### src/rtl/con_pkg.sv
// con_pkg: shared FSM state encodings and error-cause codes for the console dispatcher
package con_pkg;
  localparam logic [3:0] S_IDLE = 4'b0001;
  localparam logic [3:0] S_DEC  = 4'b0010;
  localparam logic [3:0] S_WAIT = 4'b0100;
  localparam logic [3:0] S_REP  = 4'b1000;
  typedef logic [1:0] err_code_t;
  localparam err_code_t CON_ERR_NONE  = 2'b00;
  localparam err_code_t CON_ERR_CH    = 2'b01;
  localparam err_code_t CON_ERR_TO    = 2'b10;
  localparam err_code_t CON_ERR_RANGE = 2'b11;
endpackage

### src/rtl/con_region_dec.sv
// con_region_dec: combinational base-address to one-hot region decoder
//   addr : address to classify
//   area : one-hot region; lowest k with addr < BOUNDS[k], else the last region
module con_region_dec #(
  parameter int N_CH = 3,
  parameter int ADDR_W = 12,
  parameter logic [(N_CH-1)*ADDR_W-1:0] BOUNDS = {12'd128, 12'd64}
) (
  input  logic [ADDR_W-1:0] addr,
  output logic [N_CH-1:0]   area
);
  // Scanning downward lets the lowest matching bound overwrite higher ones.
  always_comb begin
    area = N_CH'(1) << (N_CH - 1);
    for (int k = N_CH - 2; k >= 0; k--)
      if (addr < BOUNDS[k*ADDR_W +: ADDR_W]) area = N_CH'(1) << k;
  end
endmodule

### src/rtl/con_dispatch.sv
// con_dispatch: console command dispatcher, decodes an address region and runs one sub-engine
//   clk, rst                : clock, synchronous active-high reset
//   i_start_con/im_base_addr: command request (sampled in IDLE) and its base address
//   o_busy                  : high outside IDLE
//   o_done_con/o_error_con  : one-cycle status pulses, om_err_code gives the error cause
//   om_type_area/om_base_addr: decoded region and address of the accepted command
//   om_start                : one-hot start pulse; im_done/im_error: per-channel responses
//   CON_DISPATCH_TIMEOUT_EN : when defined, a WAIT watchdog of TO_CYC cycles reports code 10
module con_dispatch import con_pkg::*; #(
  parameter int N_CH = 3,
  parameter int ADDR_W = 12,
  parameter logic [(N_CH-1)*ADDR_W-1:0] BOUNDS = {12'd128, 12'd64},
  parameter logic [ADDR_W-1:0] ADDR_LIMIT = 12'd3072,
  parameter int TO_W = 16,
  parameter logic [15:0] TO_CYC = 16'd1000
) (
  input  logic              clk,
  input  logic              rst,
  input  logic              i_start_con,
  input  logic [ADDR_W-1:0] im_base_addr,
  output logic              o_busy,
  output logic              o_done_con,
  output logic              o_error_con,
  output logic [1:0]        om_err_code,
  output logic [N_CH-1:0]   om_type_area,
  output logic [ADDR_W-1:0] om_base_addr,
  output logic [N_CH-1:0]   om_start,
  input  logic [N_CH-1:0]   im_done,
  input  logic [N_CH-1:0]   im_error
);
  logic [3:0] state;
  logic [N_CH-1:0] area_dec;
  logic done_k, err_k, oor, to_hit;
  if (TO_CYC < 16'd1 || TO_W < 1) begin : g_bad_to
    $error("con_dispatch: TO_CYC and TO_W must be at least 1");
  end
  con_region_dec #(.N_CH(N_CH), .ADDR_W(ADDR_W), .BOUNDS(BOUNDS)) u_dec (
    .addr(im_base_addr),
    .area(area_dec)
  );
  // Only the selected channel's responses matter.
  assign done_k = |(im_done & om_type_area);
  assign err_k  = |(im_error & om_type_area);
  assign oor    = om_base_addr >= ADDR_LIMIT;
  assign o_busy = state != S_IDLE;
`ifdef CON_DISPATCH_TIMEOUT_EN
  logic [TO_W-1:0] wd;
  assign to_hit = wd == TO_W'(TO_CYC - 16'd1);
  always_ff @(posedge clk)
    if (rst || state == S_DEC) wd <= '0;
    else if (state == S_WAIT && ~&wd) wd <= wd + 1'b1;
`else
  assign to_hit = 1'b0;
`endif
  // An out-of-range command still passes through WAIT (with no start pulse)
  // so its error lands at the same point as a fastest channel response.
  always_ff @(posedge clk)
    if (rst) begin
      state        <= S_IDLE;
      o_done_con   <= 1'b0;
      o_error_con  <= 1'b0;
      om_err_code  <= CON_ERR_NONE;
      om_type_area <= '0;
      om_base_addr <= '0;
      om_start     <= '0;
    end else begin
      o_done_con  <= 1'b0;
      o_error_con <= 1'b0;
      om_err_code <= CON_ERR_NONE;
      om_start    <= '0;
      case (state)
        S_IDLE: if (i_start_con) begin
          state        <= S_DEC;
          om_base_addr <= im_base_addr;
          om_type_area <= area_dec;
        end
        S_DEC: begin
          state <= S_WAIT;
          if (!oor) om_start <= om_type_area;
        end
        S_WAIT: if (oor || done_k || err_k || to_hit) begin
          state       <= S_REP;
          o_done_con  <= !oor && done_k;
          o_error_con <= oor || !done_k;
          om_err_code <= oor ? CON_ERR_RANGE : done_k ? CON_ERR_NONE : err_k ? CON_ERR_CH : CON_ERR_TO;
        end
        S_REP: state <= S_IDLE;
        default: state <= S_IDLE;
      endcase
    end
endmodule

### config.mk
export PLATFORM = sky130hd
export DESIGN_NAME = con_dispatch
export DESIGN_NICKNAME = d
export VERILOG_FILES = /design/src/rtl/con_pkg.sv /design/src/rtl/con_region_dec.sv /design/src/rtl/con_dispatch.sv
export SDC_FILE = /design/constraint.sdc
export NUM_CORES = 1
export LEC_CHECK = 0
export ABC_AREA = 1
export BUFFER_PORTS_ARGS = -buffer_cell sky130_fd_sc_hd__buf_2
export CORE_ASPECT_RATIO = 1.5
export CORE_MARGIN = 5
export CORE_UTILIZATION = 41
export DETAILED_ROUTE_END_ITERATION = 10
export PLACE_DENSITY = 0.71
export SLEW_MARGIN = 20
export SYNTH_ARGS = -nofsm -noshare
export SYNTH_HDL_FRONTEND = slang
export SYNTH_SLANG_ARGS = --single-unit
export TNS_END_PERCENT = 5
### constraint.sdc
create_clock -name clk -period 2.1 [get_ports clk]
set_input_delay 0.105 -clock clk [delete_from_list [all_inputs] [get_ports clk]]
set_output_delay 0.105 -clock clk [all_outputs]
set_load 0.05 [all_outputs]
==> impl_metrics.py <==
metrics = {
    "timing": {
        "tightest_slew_ns": 0.378,
        "slew_violations": 0,
        "clock.fmax_mhz": 782,
        "grt_setup_unrepaired": "false",
        "setup_viol": 0,
        "tns_ns": 0,
        "clock_skew_ns": 0.00224,
        "finalHoldViolations": 0,
        "fin_crit_ns": 1.28,
        "finalCritPeriodShare_pct": 60.9,
        "whs_ns": 0.0143,
        "slew-limit-headroom_pct": 74.8,
    },
    "global_route": {
        "grt_antenna_before_repair": 0,
        "grt_pass1_wl_um": 3820,
        "overflow": 0,
        "grt_max_degree": 22,
        "grt_pass1_vias": 951,
        "grtUsageTotal_pct": 13.5,
    },
    "clocking": {
        "h-tree-depth": 1,
        "clock_path_buffers": 2,
        "cts-root-buf": "clkbuf_4",
        "path_clk_slew_ns": 0.13,
        "cts_made_buffers": 3,
        "postCtsSetupBuffers": 0,
        "cts.sinks": 26,
        "insertion_delay_ns": 0.32,
        "tritoncts": "built",
        "postCtsResizedCells": 0,
        "hold_buffers": 0,
    },
    "synth": {
        "synth.area.top_cells": "dfxtp_1, nand2_1, a21oi_1, nor2_1, inv_1",
        "yosysWarnings": 0,
        "syn-instance-count": 130,
        "synth.top_cell.area_share_pct": 52.5,
        "synth_top_cell_by_area": "dfxtp_1",
        "synth.distinct_cells": 19,
        "yosysSeqAreaShare_pct": 52.5,
        "synth_fp_nets": 151,
        "yosys_register_bits": 26,
        "synth.avg_cell_area_um2": 7.63,
        "synthesis.area_um2": 992,
    },
    "pwr": {
        "p_leak_nw": 0.604,
        "vdd_drop_max_mv": 0.544,
        "power.density_mw_per_mm2": 794,
        "p_total_uw": 1000,
    },
    "run": {
        "maxCapViolations": 0,
    },
    "place": {
        "place_hpwl_um": 1800,
        "portBuffers": 43,
        "gp_congestion": 0.867,
    },
    "floorplanning": {
        "initial_utilization_pct": 43.4,
        "fp-row-count": 21,
        "fp.dieW_um": 50.2,
        "ioPinCount": 44,
        "die_area_mm2": 0.00352,
        "die_h_um": 70.3,
        "core_area_mm2": 0.00229,
    },
    "drt": {
        "drt-total-wl_um": 2300,
        "ant_nets": 0,
        "avgRoutedWirePerCell_um": 11.7,
        "dr.pass1.iters": 4,
        "vias": 969,
        "viasPerCell": 4.92,
        "dr.first_iter.drc_count": 8,
        "drc_errors": 0,
    },
    "layout": {
        "syn_to_final_growth_pct": 26.9,
        "n_antenna_cell": 0,
        "drive_gt1_share_pct": 30.5,
        "fin_util_pct": 55.1,
        "multiInputGateArea_um2": 407,
        "seq_area_um2": 520,
        "num-fill-cells": 226,
        "nNetsFinal": 196,
    },
    "critical_path": {
        "r2r_start": "state[2]$_SDFFE_PP0P_",
        "cp.required_ns": 2.00,
        "startpoint": "state[2]$_SDFFE_PP0P_",
        "cp-start-kind": "flop",
        "critPathArrivalTime_ns": 1.17,
        "worstPathCellList": "nor2_4, nand2_1, buf_2",
        "cpPeakStageDelay_ns": 0.41,
        "path_class": "flop to output port",
        "cpMaxStageDelayCell": "dfxtp_1",
        "rrSetupSlack_ns": 0.84,
        "cpLargestDelayFamily": "flip-flops",
        "timing.critical_path.buf_inv": 1,
        "cp-end-kind": "output port",
        "critPathMaxFanout": 3,
    },
    "min_path": {
        "hold_class": "input port to flop",
        "hp-start": "im_base_addr[5]",
    },
    "outcome": {
        "outcome": "complete, no violations",
    },
}
placed cells by master, fill, tap and decap left out, drive strengths merged:
master and n:
inv 11, dlygate4sd3 1, a21oi 15, nor2 17, clkbuf 4, nor3 4
o211ai 1, nand3 6, o21ai 1, nand4 1, nand2 42, buf 43
dfxtp 26, nand3b 1, or2 1
final timing paths:
path / endpoint / cells after the start
worst min register to register: om_base_addr[7]$_SDFFE_PP0P_ / 2
worst max register to register: om_base_addr[10]$_SDFFE_PP0P_ / 5
worst max-delay path: o_busy / 3
worst min-delay path: om_base_addr[5]$_SDFFE_PP0P_ / 3
stage by stage:
step	instances	area, µm²	setup WS, ns
finish	197	1260	0.821
global route	197	1260	0.699
CTS	196	1250	0.818
detailed placement	192	1210	0.850
global placement	192	1210	0.924
floorplan	130	992	0.900
sequential cells by signal (all words and copies together) (netlist names):
register,flops
om_start,3
om_type_area,3
om_err_code,2
o_error_con,1
o_done_con,1
state,4
om_base_addr,12
worst min-delay path, stage by stage:
cell and delay, ns:
buf_2 0.09, nand2_1 0.05, a21oi_1 0.05
report_power, final:
part / total, mW / leakage [nW] / switching [mW] / internal (mW)
sequential: 0.533 / 0.212 / 0.0152 / 0.518
clock: 0.249 / 0.0210 / 0.143 / 0.106
combinational: 0.217 / 0.371 / 0.160 / 0.0579
total: 1.00 / 0.604 / 0.318 / 0.682
synth_stat cells:
library cell	instances
inv_2	3
nor2_4	2
nor3_1	4
buf_6	1
a21oi_1	15
dfxtp_1	26
nand3b_1	1
or2_1	1
buf_1	1
o211ai_1	1
inv_1	8
o21ai_1	1
nand3_4	1
nand2_1	42
nand4_1	1
clkbuf_1	1
nand3_1	5
buf_2	1
nor2_1	15
cells by family (layout without fill, tap and decap cells):
kind of cell / Yosys count / in the layout / share of synthesized area, %
and+or+nand+nor: 72 / 72 / 32.2
buffers and inverters: 15 / 59 / 6.56
DFF: 26 / 26 / 52.5
AOI/OAI and AO/OA: 17 / 17 / 8.83
final cells by class:
class	instances	share of cell area, %
tap	23	2.29
sequential	26	41.4
clock buffer	4	2.88
inverter	11	3.28
multi-input combinational	89	32.3
timing repair buffer	44	17.9
layer usage:
metal	wire length (µm)	track usage [%]	vias to the layer above
met4	52	8.45	0
met3	189	2.98	4
li1	-	-	498
met2	1200	23.1	34
met1	860	14.3	433
met5	0	0	-
Power figures use the tool's default switching activity.
